**src/rtl/mips_fetch_pkg.sv**
```systemverilog
// mips_fetch_pkg
// Shared definitions for the MIPS32 instruction fetch stage.
//   MIPS_NOP      : instruction word shown in IF/ID when it holds no instruction
//   MIPS_XLEN     : datapath width
//   MIPS_PC_STEP  : PC increment between sequential instructions
//   fetch_entry_t : one prefetch FIFO entry {instruction, address + 4}
//   ifid_action_t : what the IF/ID register does in a given cycle
//   align_word    : clears the byte-offset bits of an address

package mips_fetch_pkg;

    localparam int          MIPS_XLEN    = 32;
    localparam logic [31:0] MIPS_NOP     = 32'h0000_0000;
    localparam logic [31:0] MIPS_PC_STEP = 32'd4;

    typedef struct packed {
        logic [MIPS_XLEN-1:0] instr;
        logic [MIPS_XLEN-1:0] pc4;
    } fetch_entry_t;

    typedef enum logic [1:0] {
        IFID_REDIRECT,
        IFID_HOLD,
        IFID_POP,
        IFID_BUBBLE
    } ifid_action_t;

    function automatic logic [MIPS_XLEN-1:0] align_word(input logic [MIPS_XLEN-1:0] addr);
        return {addr[MIPS_XLEN-1:2], 2'b00};
    endfunction

endpackage

```
**src/rtl/mips_fetch_fifo.sv**
```systemverilog
// mips_fetch_fifo
// Small synchronous prefetch FIFO holding fetched instructions with their PC+4.
// Ports:
//   clk, rst_n : clock (rising edge) and asynchronous active-low reset
//   push/wdata : write an entry at the tail
//   pop/rdata  : rdata shows the head; pop removes it
//   clear      : empties the FIFO; wins over a push in the same cycle
//   count      : current number of entries
//   empty/full : occupancy flags
// DEPTH must be a power of two so the pointers wrap naturally.

module mips_fetch_fifo
    import mips_fetch_pkg::*;
#(
    parameter int DEPTH = 2
) (
    input  logic                       clk,
    input  logic                       rst_n,
    input  logic                       push,
    input  logic                       pop,
    input  logic                       clear,
    input  fetch_entry_t               wdata,
    output fetch_entry_t               rdata,
    output logic [$clog2(DEPTH):0]     count,
    output logic                       empty,
    output logic                       full
);

    localparam int PW = $clog2(DEPTH);
    localparam int CW = PW + 1;

    logic [PW-1:0] wr_ptr;
    logic [PW-1:0] rd_ptr;
    fetch_entry_t  mem [DEPTH];

    always_ff @(posedge clk or negedge rst_n) begin
        if (!rst_n) begin
            wr_ptr <= '0;
            rd_ptr <= '0;
            count  <= '0;
        end else if (clear) begin
            wr_ptr <= '0;
            rd_ptr <= '0;
            count  <= '0;
        end else begin
            if (push) wr_ptr <= wr_ptr + 1'b1;
            if (pop)  rd_ptr <= rd_ptr + 1'b1;
            case ({push, pop})
                2'b10:   count <= count + 1'b1;
                2'b01:   count <= count - 1'b1;
                default: count <= count;
            endcase
        end
    end

    // Storage carries no reset: entries are only visible through count.
    always_ff @(posedge clk) begin
        if (push && !clear) mem[wr_ptr] <= wdata;
    end

    assign rdata = mem[rd_ptr];
    assign empty = (count == '0);
    assign full  = (count == CW'(DEPTH));

endmodule

```
**src/rtl/mips_fetch_stage.sv**
```systemverilog
// mips_fetch_stage
// IF stage of the 5-stage MIPS32 pipeline. Owns the PC, issues in-order reads
// to instruction memory, buffers returned words in a prefetch FIFO and drives
// the IF/ID register into decode.
// Ports:
//   clk, rst_n          : clock (rising edge), asynchronous active-low reset
//   imem_req/imem_addr  : instruction read request and word-aligned address
//   imem_rvalid/rdata   : read response, exactly one cycle after the request
//   stall               : hold IF/ID (load-use hazard)
//   redirect/_pc        : taken branch/jump; flush and refetch from redirect_pc
//   if_id_valid/instr   : IF/ID holds a real instruction / the instruction (NOP when invalid)
//   if_id_pc4           : PC of the IF/ID instruction + 4
// Optional build macro MIPS_FETCH_PERF_EN adds perf_stall_cyc and
// perf_bubble_cyc saturating performance counters.

module mips_fetch_stage
    import mips_fetch_pkg::*;
#(
    parameter logic [31:0] RESET_PC   = 32'h0000_0000,
    parameter int          FIFO_DEPTH = 2
) (
    input  logic        clk,
    input  logic        rst_n,
    output logic        imem_req,
    output logic [31:0] imem_addr,
    input  logic        imem_rvalid,
    input  logic [31:0] imem_rdata,
    input  logic        stall,
    input  logic        redirect,
    input  logic [31:0] redirect_pc,
    output logic        if_id_valid,
    output logic [31:0] if_id_instr,
`ifdef MIPS_FETCH_PERF_EN
    output logic [31:0] if_id_pc4,
    output logic [31:0] perf_stall_cyc,
    output logic [31:0] perf_bubble_cyc
`else
    output logic [31:0] if_id_pc4
`endif
);

    localparam int CW = $clog2(FIFO_DEPTH) + 1;

    logic [31:0]   pc_q;
    logic          in_flight_q;
    logic [CW-1:0] fifo_count;
    logic          fifo_empty;
    logic          fifo_full;
    logic          fifo_push;
    logic          fifo_pop;
    logic [CW:0]   occupancy;
    fetch_entry_t  push_entry;
    fetch_entry_t  head;
    ifid_action_t  action;

    always_comb begin
        action = IFID_BUBBLE;
        if (redirect)         action = IFID_REDIRECT;
        else if (stall)       action = IFID_HOLD;
        else if (!fifo_empty) action = IFID_POP;
    end

    assign fifo_pop = (action == IFID_POP);

    // A head leaving this cycle frees its slot, so the throttle counts it as
    // gone; this keeps one instruction per cycle flowing with a two-deep FIFO.
    assign occupancy = {1'b0, fifo_count} + (CW+1)'(in_flight_q) - (CW+1)'(fifo_pop);
    assign imem_req  = rst_n && !redirect && (occupancy < (CW+1)'(FIFO_DEPTH));
    assign imem_addr = pc_q;

    // The response arrives the cycle after its request, when pc_q has already
    // advanced past it, so pc_q is exactly that instruction's PC+4. A response
    // returning during a redirect is discarded by the FIFO clear.
    assign push_entry = '{instr: imem_rdata, pc4: pc_q};
    assign fifo_push  = imem_rvalid && in_flight_q && (!fifo_full || fifo_pop);

    always_ff @(posedge clk or negedge rst_n) begin
        if (!rst_n) begin
            pc_q        <= RESET_PC;
            in_flight_q <= 1'b0;
        end else if (redirect) begin
            pc_q        <= align_word(redirect_pc);
            in_flight_q <= 1'b0;
        end else begin
            in_flight_q <= imem_req;
            if (imem_req) pc_q <= pc_q + MIPS_PC_STEP;
        end
    end

    mips_fetch_fifo #(
        .DEPTH (FIFO_DEPTH)
    ) u_fifo (
        .clk   (clk),
        .rst_n (rst_n),
        .push  (fifo_push),
        .pop   (fifo_pop),
        .clear (redirect),
        .wdata (push_entry),
        .rdata (head),
        .count (fifo_count),
        .empty (fifo_empty),
        .full  (fifo_full)
    );

    always_ff @(posedge clk or negedge rst_n) begin
        if (!rst_n) begin
            if_id_valid <= 1'b0;
            if_id_instr <= MIPS_NOP;
            if_id_pc4   <= '0;
        end else begin
            case (action)
                IFID_POP: begin
                    if_id_valid <= 1'b1;
                    if_id_instr <= head.instr;
                    if_id_pc4   <= head.pc4;
                end
                IFID_HOLD: begin
                    if_id_valid <= if_id_valid;
                    if_id_instr <= if_id_instr;
                    if_id_pc4   <= if_id_pc4;
                end
                default: begin
                    if_id_valid <= 1'b0;
                    if_id_instr <= MIPS_NOP;
                    if_id_pc4   <= if_id_pc4;
                end
            endcase
        end
    end

`ifdef MIPS_FETCH_PERF_EN
    always_ff @(posedge clk or negedge rst_n) begin
        if (!rst_n) begin
            perf_stall_cyc  <= '0;
            perf_bubble_cyc <= '0;
        end else begin
            if (stall && if_id_valid && (perf_stall_cyc != '1))
                perf_stall_cyc <= perf_stall_cyc + 1'b1;
            if ((action == IFID_REDIRECT || action == IFID_BUBBLE) && (perf_bubble_cyc != '1))
                perf_bubble_cyc <= perf_bubble_cyc + 1'b1;
        end
    end
`endif

endmodule

```
**config.mk**
```make
export PLATFORM = sky130hd
export DESIGN_NAME = mips_fetch_stage
export DESIGN_NICKNAME = d
export VERILOG_FILES = /design/src/rtl/mips_fetch_pkg.sv /design/src/rtl/mips_fetch_fifo.sv /design/src/rtl/mips_fetch_stage.sv
export SDC_FILE = /design/constraint.sdc
export NUM_CORES = 1
export LEC_CHECK = 0
export ABC_AREA = 1
export CAP_MARGIN = 10
export CELL_PAD_IN_SITES_DETAIL_PLACEMENT = 1
export CELL_PAD_IN_SITES_GLOBAL_PLACEMENT = 2
export CORE_MARGIN = 1
export CORE_UTILIZATION = 36
export DETAILED_ROUTE_END_ITERATION = 8
export PLACE_DENSITY = 0.94
export REMOVE_ABC_BUFFERS = 1
export SYNTH_ARGS = -nofsm -noshare
export SYNTH_HDL_FRONTEND = slang
export SYNTH_SLANG_ARGS = --single-unit
```
**constraint.sdc**
```tcl
create_clock -name clk -period 9.05 [get_ports clk]
set_clock_uncertainty 0.05 [all_clocks]
set_input_delay 2.2625 -clock clk [delete_from_list [all_inputs] [get_ports clk]]
set_output_delay 2.2625 -clock clk [all_outputs]
set_load 0.01 [all_outputs]
```
==> metrics.cfg, run 1 <==
[outcome]
status = finished clean

[sta]
worst_slew_pin_slew_ns = 1.07
fin_ws_ns = 1.86
slew_viol_final = 0
rsz0062_at_grt = false
finalSetupViolations = 0
fmax_mhz = 139
setup-tns-final_ns = 0
fin_crit_ns = 7.19
finalCritPeriodShare_pct = 79.4
final_hold_viol_count = 0
max-slew-margin-rel_pct = 28.6

[critical_path]
worstPathArrival_ns = 4.87
worstPathRequired_ns = 6.74
startpoint_type = input pin
timing.rr.start = u_fifo.count[1]$_DFFE_PN0P_
r2r_end = imem_addr[11]$_DFFE_PN0P_
regToRegSetupSlack_ns = 5.71
worstRegToRegCells = 16
cp-end-kind = output port
startpoint = redirect
worstSetupEndpoint = imem_req
worstSetupPathType = in2out
critPathMaxFanout = 2

[floorplanning]
initial_core_util_pct = 36.8
fp.coreArea_um2 = 25300
dieHeight_um = 163
dieArea_um2 = 26600
std_cell_rows = 58
die_w_um = 163
ioPinCount = 167

[power]
total_power_w = 0.00315
leakagePower_nw = 4.85
p_int_w = 0.00220
ir_worst_vdd_uv = 129
power.density_nw_per_um2 = 262
p_comb_share_pct = 24.4
p_switching_w = 0.000954
p_clk_share_pct = 31.4
power_frac_seq_pct = 44.2
switching_share_pct = 30.3

[drt]
ant_nets = 0
drc = 0
dr_total_vias = 6978
post_drt_wl_per_cell_um = 18.0
first_pass_iters = 4
drtIter0Drc = 414
drt-total-wl_um = 25200
vias_per_cell = 4.97

[clock_tree]
cts_resized = 0
cts_buffer_depth = 3
ctsHtreeMaxLevel = 1
numCtsBuffers = 24
cts_hold_buf = 0
ctsRootBufferMaster = clkbuf_16
clk_latency_ns = 0.52
cts_tree = done
cts_sinks = 222
clk_pin_slew_ns = 0.06
cts_setup_buffers = 0

[run]
maxCapViolations = 0

[synthesis]
yosysTopAreaCell = edfxtp_1
syn_area_um2 = 9330
synth_area_leaders = edfxtp_1 40%, dfrtp_1 26%, nand2_1 9.8%, nor2_1 6.8%, o31ai_1 5.0%
ys_top_cells_by_count = 243 x nand2_1, 170 x nor2_1, 124 x edfxtp_1, 98 x dfrtp_1, 63 x nand3_1
ys.flop_type = edfxtp_1
synth.yosys.seq_area_share_pct = 66.2
yosys_warnings = 0
synthArstFlopShare_pct = 44.1
synth_top_area_share_pct = 39.9
syn_inst = 904
synth_cell_type_count = 32
synth-edff-count = 124
syn-mean-instance-area_um2 = 10.3
yosys_register_bits = 222
synth.most_common_cell = nand2_1

[placement]
dpl.hpwl_um = 16100
gp_congestion = 0.760
io_buffers = 160
post-place-ws_ns = 1.87

[global_routing]
grt_max_degree = 96
grt_use_total_pct = 19.4
grt_pass1_vias = 7247
globalRouteMet3Util_pct = 2.85
grt-ovfl-total = 0
gr-usage-met2_pct = 35.0
antenna_found_initial = 0
busiest_layer = met2
grt_util_met1_pct = 24.7
grt_pass1_wl_um = 39800

[finish]
diodes = 0
syn2layout_area_growth_pct = 28.6
drive_above_1_share_pct = 5.95
finalNetCount = 1131
fillers = 2785

[hold_path]
min_path_type = reg2reg

[worst min path at each step]
stage | startpoint | end | slack, ns | cells after the start
after global routing | if_id_pc4[17]$_DFFE_PN0P_ | if_id_pc4[17]$_DFFE_PN0P_ | 0.46 | 2
after floorplan | u_fifo.wr_ptr$_DFFE_PN0P_ | u_fifo.wr_ptr$_DFFE_PN0P_ | 0.43 | 2
after CTS | if_id_pc4[16]$_DFFE_PN0P_ | if_id_pc4[16]$_DFFE_PN0P_ | 0.44 | 2
after global placement | if_id_pc4[17]$_DFFE_PN0P_ | if_id_pc4[17]$_DFFE_PN0P_ | 0.41 | 2
after detailed placement | if_id_pc4[16]$_DFFE_PN0P_ | if_id_pc4[16]$_DFFE_PN0P_ | 0.42 | 2
final | if_id_pc4[10]$_DFFE_PN0P_ | if_id_pc4[10]$_DFFE_PN0P_ | 0.43 | 2
[cell families (layout without fill, tap and decap cells)]
group | after synthesis | count (layout) | synth area share [%]
xor+xnor | 15 | 15 | 1.49
fa+ha+maj | 3 | 3 | 0.483
mux | 1 | 1 | 0.107
simple gates | 487 | 487 | 20.9
compound gates | 78 | 78 | 6.01
other cells | 1 | 4 | 0.0402
buf+inv | 97 | 265 | 4.79
flops | 222 | 222 | 66.2
[state kept, by name (all words and copies together) (netlist names)]
signal         flops
u_fifo.rd_ptr      1
u_fifo.wr_ptr      1
if_id_pc4         30
if_id_instr       32
in_flight_q        1
if_id_valid        1
imem_addr         30
u_fifo.count       2
u_fifo.mem       124
[per-layer routing]
layer  up-vias  wire length, µm
met5         -                0
met3        21             1230
met1      3490            10900
met4         0              343
li1       3307                -
met2       160            12700
[critical path, cell delays in order]
cell and delay [ns]:
clkdlybuf4s50_1 0.59, clkinv_2 0.13, nand2_4 0.08, inv_1 0.05
ha_1 0.26, inv_1 0.05, nand2_1 0.05, fa_1 0.49
nand3_2 0.12, nor2_4 0.21, clkdlybuf4s50_1 0.57
[power groups by stage]
stage                     combinational [W]  clock [W]  sequential [W]
final                              0.000770   0.000988         0.00139
after global routing               0.000854    0.00105         0.00141
after CTS                          0.000785    0.00102         0.00140
after detailed placement           0.000779          0         0.00141
after global placement             0.000755          0         0.00141
after floorplan                    0.000296          0         0.00143
[placed cells by master, fill, tap and decap left out, types with 2 or more instances in the layout]
| cell | Yosys | final |
|---|---|---|
| nor2_1 | 170 | 169 |
| clkbuf_8 | 0 | 3 |
| clkinv_2 | 1 | 5 |
| o31ai_1 | 62 | 62 |
| clkinv_1 | 4 | 5 |
| a21oi_1 | 3 | 3 |
| o21ai_0 | 5 | 5 |
| xor2_1 | 8 | 8 |
| ha_1 | 2 | 2 |
| inv_1 | 45 | 45 |
| o21ai_1 | 2 | 2 |
| nor2_4 | 3 | 4 |
| buf_4 | 6 | 12 |
| o211ai_1 | 5 | 5 |
| bufinv_16 | 0 | 3 |
| clkbuf_1 | 20 | 5 |
| clkbuf_16 | 0 | 24 |
| xnor2_1 | 6 | 6 |
| conb_1 | 1 | 4 |
| dfrtp_1 | 98 | 97 |
| nand2_1 | 243 | 243 |
| edfxtp_1 | 124 | 124 |
| inv_2 | 2 | 2 |
| clkdlybuf4s50_1 | 0 | 159 |
| nand3_1 | 63 | 63 |
| nor2_2 | 4 | 4 |
[metrics by stage]
step	cells	hold slack, ns	instance area [µm²]	util (%)
floorplan	862	0.430	9090	-
global placement	1363	0.414	11200	44.2
detailed placement	1363	0.422	11200	44.2
CTS	1405	0.437	12000	47.4
global route	1405	0.459	12000	47.4
finish	1405	0.433	12000	47.4
[final cells by class]
cell class | instances | area, µm² | area share (%)
clock buffers | 32 | 661 | 5.50
clock inverters | 10 | 138 | 1.15
inverters | 52 | 196 | 1.64
multi-input cells | 588 | 2740 | 22.8
flip-flops and latches | 222 | 6180 | 51.5
well taps | 330 | 413 | 3.44
repair buffers | 171 | 1680 | 14.0
Power figures use the tool's default switching activity.
==> inputs of run 2 (changes only) <==
--- a/config.mk
+++ b/config.mk
@@ -10,9 +10,9 @@
 export CELL_PAD_IN_SITES_DETAIL_PLACEMENT = 1
 export CELL_PAD_IN_SITES_GLOBAL_PLACEMENT = 2
 export CORE_MARGIN = 1
-export CORE_UTILIZATION = 36
+export CORE_UTILIZATION = 30
 export DETAILED_ROUTE_END_ITERATION = 8
-export PLACE_DENSITY = 0.94
+export PLACE_DENSITY = 0.85
 export REMOVE_ABC_BUFFERS = 1
 export SYNTH_ARGS = -nofsm -noshare
 export SYNTH_HDL_FRONTEND = slang
==> constraint.sdc (replaced) <==
create_clock -name clk -period 6.5 [get_ports clk]
set_clock_uncertainty 0.05 [all_clocks]
set_input_delay 1.625 -clock clk [delete_from_list [all_inputs] [get_ports clk]]
set_output_delay 1.625 -clock clk [all_outputs]
set_load 0.01 [all_outputs]
==> metrics.cfg, run 2 (same netlist as run 1, synthesis figures left out) <==
[global_routing]
grt_pass1_wl_um = 40900
grt_pass1_vias = 7211
globalRouteMet3Util_pct = 3.39
busiest_layer = met2
grt_use_total_pct = 16.8
grt_max_degree = 96
gr-usage-met2_pct = 29.6
antenna_found_initial = 1
grt_util_met1_pct = 21.1
grt-ovfl-total = 0

[sta]
worst_slew_pin_slew_ns = 1.13
slew_viol_final = 0
rsz0062_at_grt = false
final_hold_viol_count = 0
fin_crit_ns = 5.97
max-slew-margin-rel_pct = 24.6
finalCritPeriodShare_pct = 91.9
fin_ws_ns = 0.526
finalSetupViolations = 0
fmax_mhz = 167

[clock_tree]
cts_hold_buf = 0
cts_buffer_depth = 3
clk_latency_ns = 0.53
ctsHtreeMaxLevel = 1
cts_setup_buffers = 0
clk_pin_slew_ns = 0.06
numCtsBuffers = 27
ctsRootBufferMaster = clkbuf_16
cts_sinks = 222
cts_resized = 0
cts_tree = done

[critical_path]
path_cells = clkdlybuf4s50_1 > nor2_2 > nand2_4 > inv_1 > ha_1 > inv_1 > nand2_1 > fa_1 > nand3_2 > nor2_4 > clkdlybuf4s50_1
timing.rr.start = u_fifo.count[1]$_DFFE_PN0P_
path_buf_inv = 4
critPathTopFamily = buffers and inverters
crit_path_max_incr_delay_ns = 0.57
worstPathArrival_ns = 4.30
critPathMaxFanout = 4
worstSetupPathType = in2out
startpoint_type = input pin
worstPathRequired_ns = 4.83
crit_cells = 11
cp_slowest_cell = clkdlybuf4s50_1
cp-end-kind = output port
worstSetupEndpoint = imem_req
startpoint = stall
worstRegToRegCells = 16
r2r_end = imem_addr[11]$_DFFE_PN0P_
regToRegSetupSlack_ns = 3.20

[placement]
gp_congestion = 0.762
post-place-ws_ns = 0.527
dp.cells = 1429
io_buffers = 160
placed_cell_area_um2 = 11300
dpl.hpwl_um = 17100

[drt]
first_pass_iters = 4
ant_nets = 0
vias_per_cell = 4.63
drt-total-wl_um = 26400
drc = 0
dr_total_vias = 6848
drtIter0Drc = 347
post_drt_wl_per_cell_um = 17.8

[finish]
finalNetCount = 1134
largest-register = u_fifo.mem
syn2layout_area_growth_pct = 31.5
reg.largest.list = u_fifo.mem (124), if_id_instr (32)
final_cell_mix = 243 x nand2_1, 169 x nor2_1, 159 x clkdlybuf4s50_1
largest_reg_flops = 124
drive_above_1_share_pct = 6.84
final_common_cell = nand2_1
layout.cells.non_filler = 1479
final_area_um2 = 12300

[power]
leakagePower_nw = 4.94
total_power_w = 0.00465
power.density_nw_per_um2 = 378
ir_worst_vdd_uv = 218

[outcome]
status = finished clean

[run]
maxCapViolations = 0

[floorplanning]
std_cell_rows = 64
dieHeight_um = 178
dieArea_um2 = 31800
ioPinCount = 167
fp.coreArea_um2 = 30600
die_w_um = 178
initial_core_util_pct = 30.5

[hold_path]
min_path_type = reg2reg

run 2: per-layer routing:
| layer | wire [µm] | up-vias |
|---|---|---|
| li1 | - | 3314 |
| met4 | 509 | 2 |
| met3 | 1290 | 35 |
| met5 | 11 | - |
| met1 | 11500 | 3349 |
| met2 | 13100 | 148 |
run 2: worst min-delay path by stage:
stage                                         start                        end  slack, ns  cells after the start
after detailed placement  if_id_pc4[26]$_DFFE_PN0P_  if_id_pc4[26]$_DFFE_PN0P_       0.42                      2
after floorplan           u_fifo.wr_ptr$_DFFE_PN0P_  u_fifo.wr_ptr$_DFFE_PN0P_       0.43                      2
after global routing       if_id_pc4[7]$_DFFE_PN0P_   if_id_pc4[7]$_DFFE_PN0P_       0.45                      2
after global placement    if_id_pc4[18]$_DFFE_PN0P_  if_id_pc4[18]$_DFFE_PN0P_       0.41                      2
final                     if_id_pc4[14]$_DFFE_PN0P_  if_id_pc4[14]$_DFFE_PN0P_       0.43                      2
after CTS                 if_id_pc4[26]$_DFFE_PN0P_  if_id_pc4[26]$_DFFE_PN0P_       0.43                      2
run 2: worst min-delay path, delay by kind of cell (launching register included):
kind	cells	cell delay [ns]
and+or+nand+nor	1	0.05
AOI/OAI and AO/OA	1	0.05
DFF	1	0.34
run 2: cell type report:
type                            count  area (µm²)
Fill cell                        3399       18300
Sequential cell                   222        6180
Multi-Input combinational cell    588        2740
Timing Repair Buffer              171        1690
Clock buffer                       31         721
Tap cell                          396         495
Clock inverter                     18         251
Inverter                           52         196
Antenna cell                        1        2.50
run 2: through the flow:
stage / utilization, % / hold slack (ns) / TNS [ns]
after detailed placement: 36.9 / 0.420 / 0
after CTS: 40.1 / 0.434 / 0
after floorplan: - / 0.430 / -81.40
after global placement: 36.9 / 0.414 / 0
after global routing: 40.1 / 0.451 / 0
final: 40.1 / 0.429 / 0
run 2: report_power, final:
part | leakage, nW | switching, W | internal, W
combinational | 2.10 | 0.000570 | 0.000510
clock | 0.473 | 0.000604 | 0.00103
sequential | 2.36 | 0.000214 | 0.00172
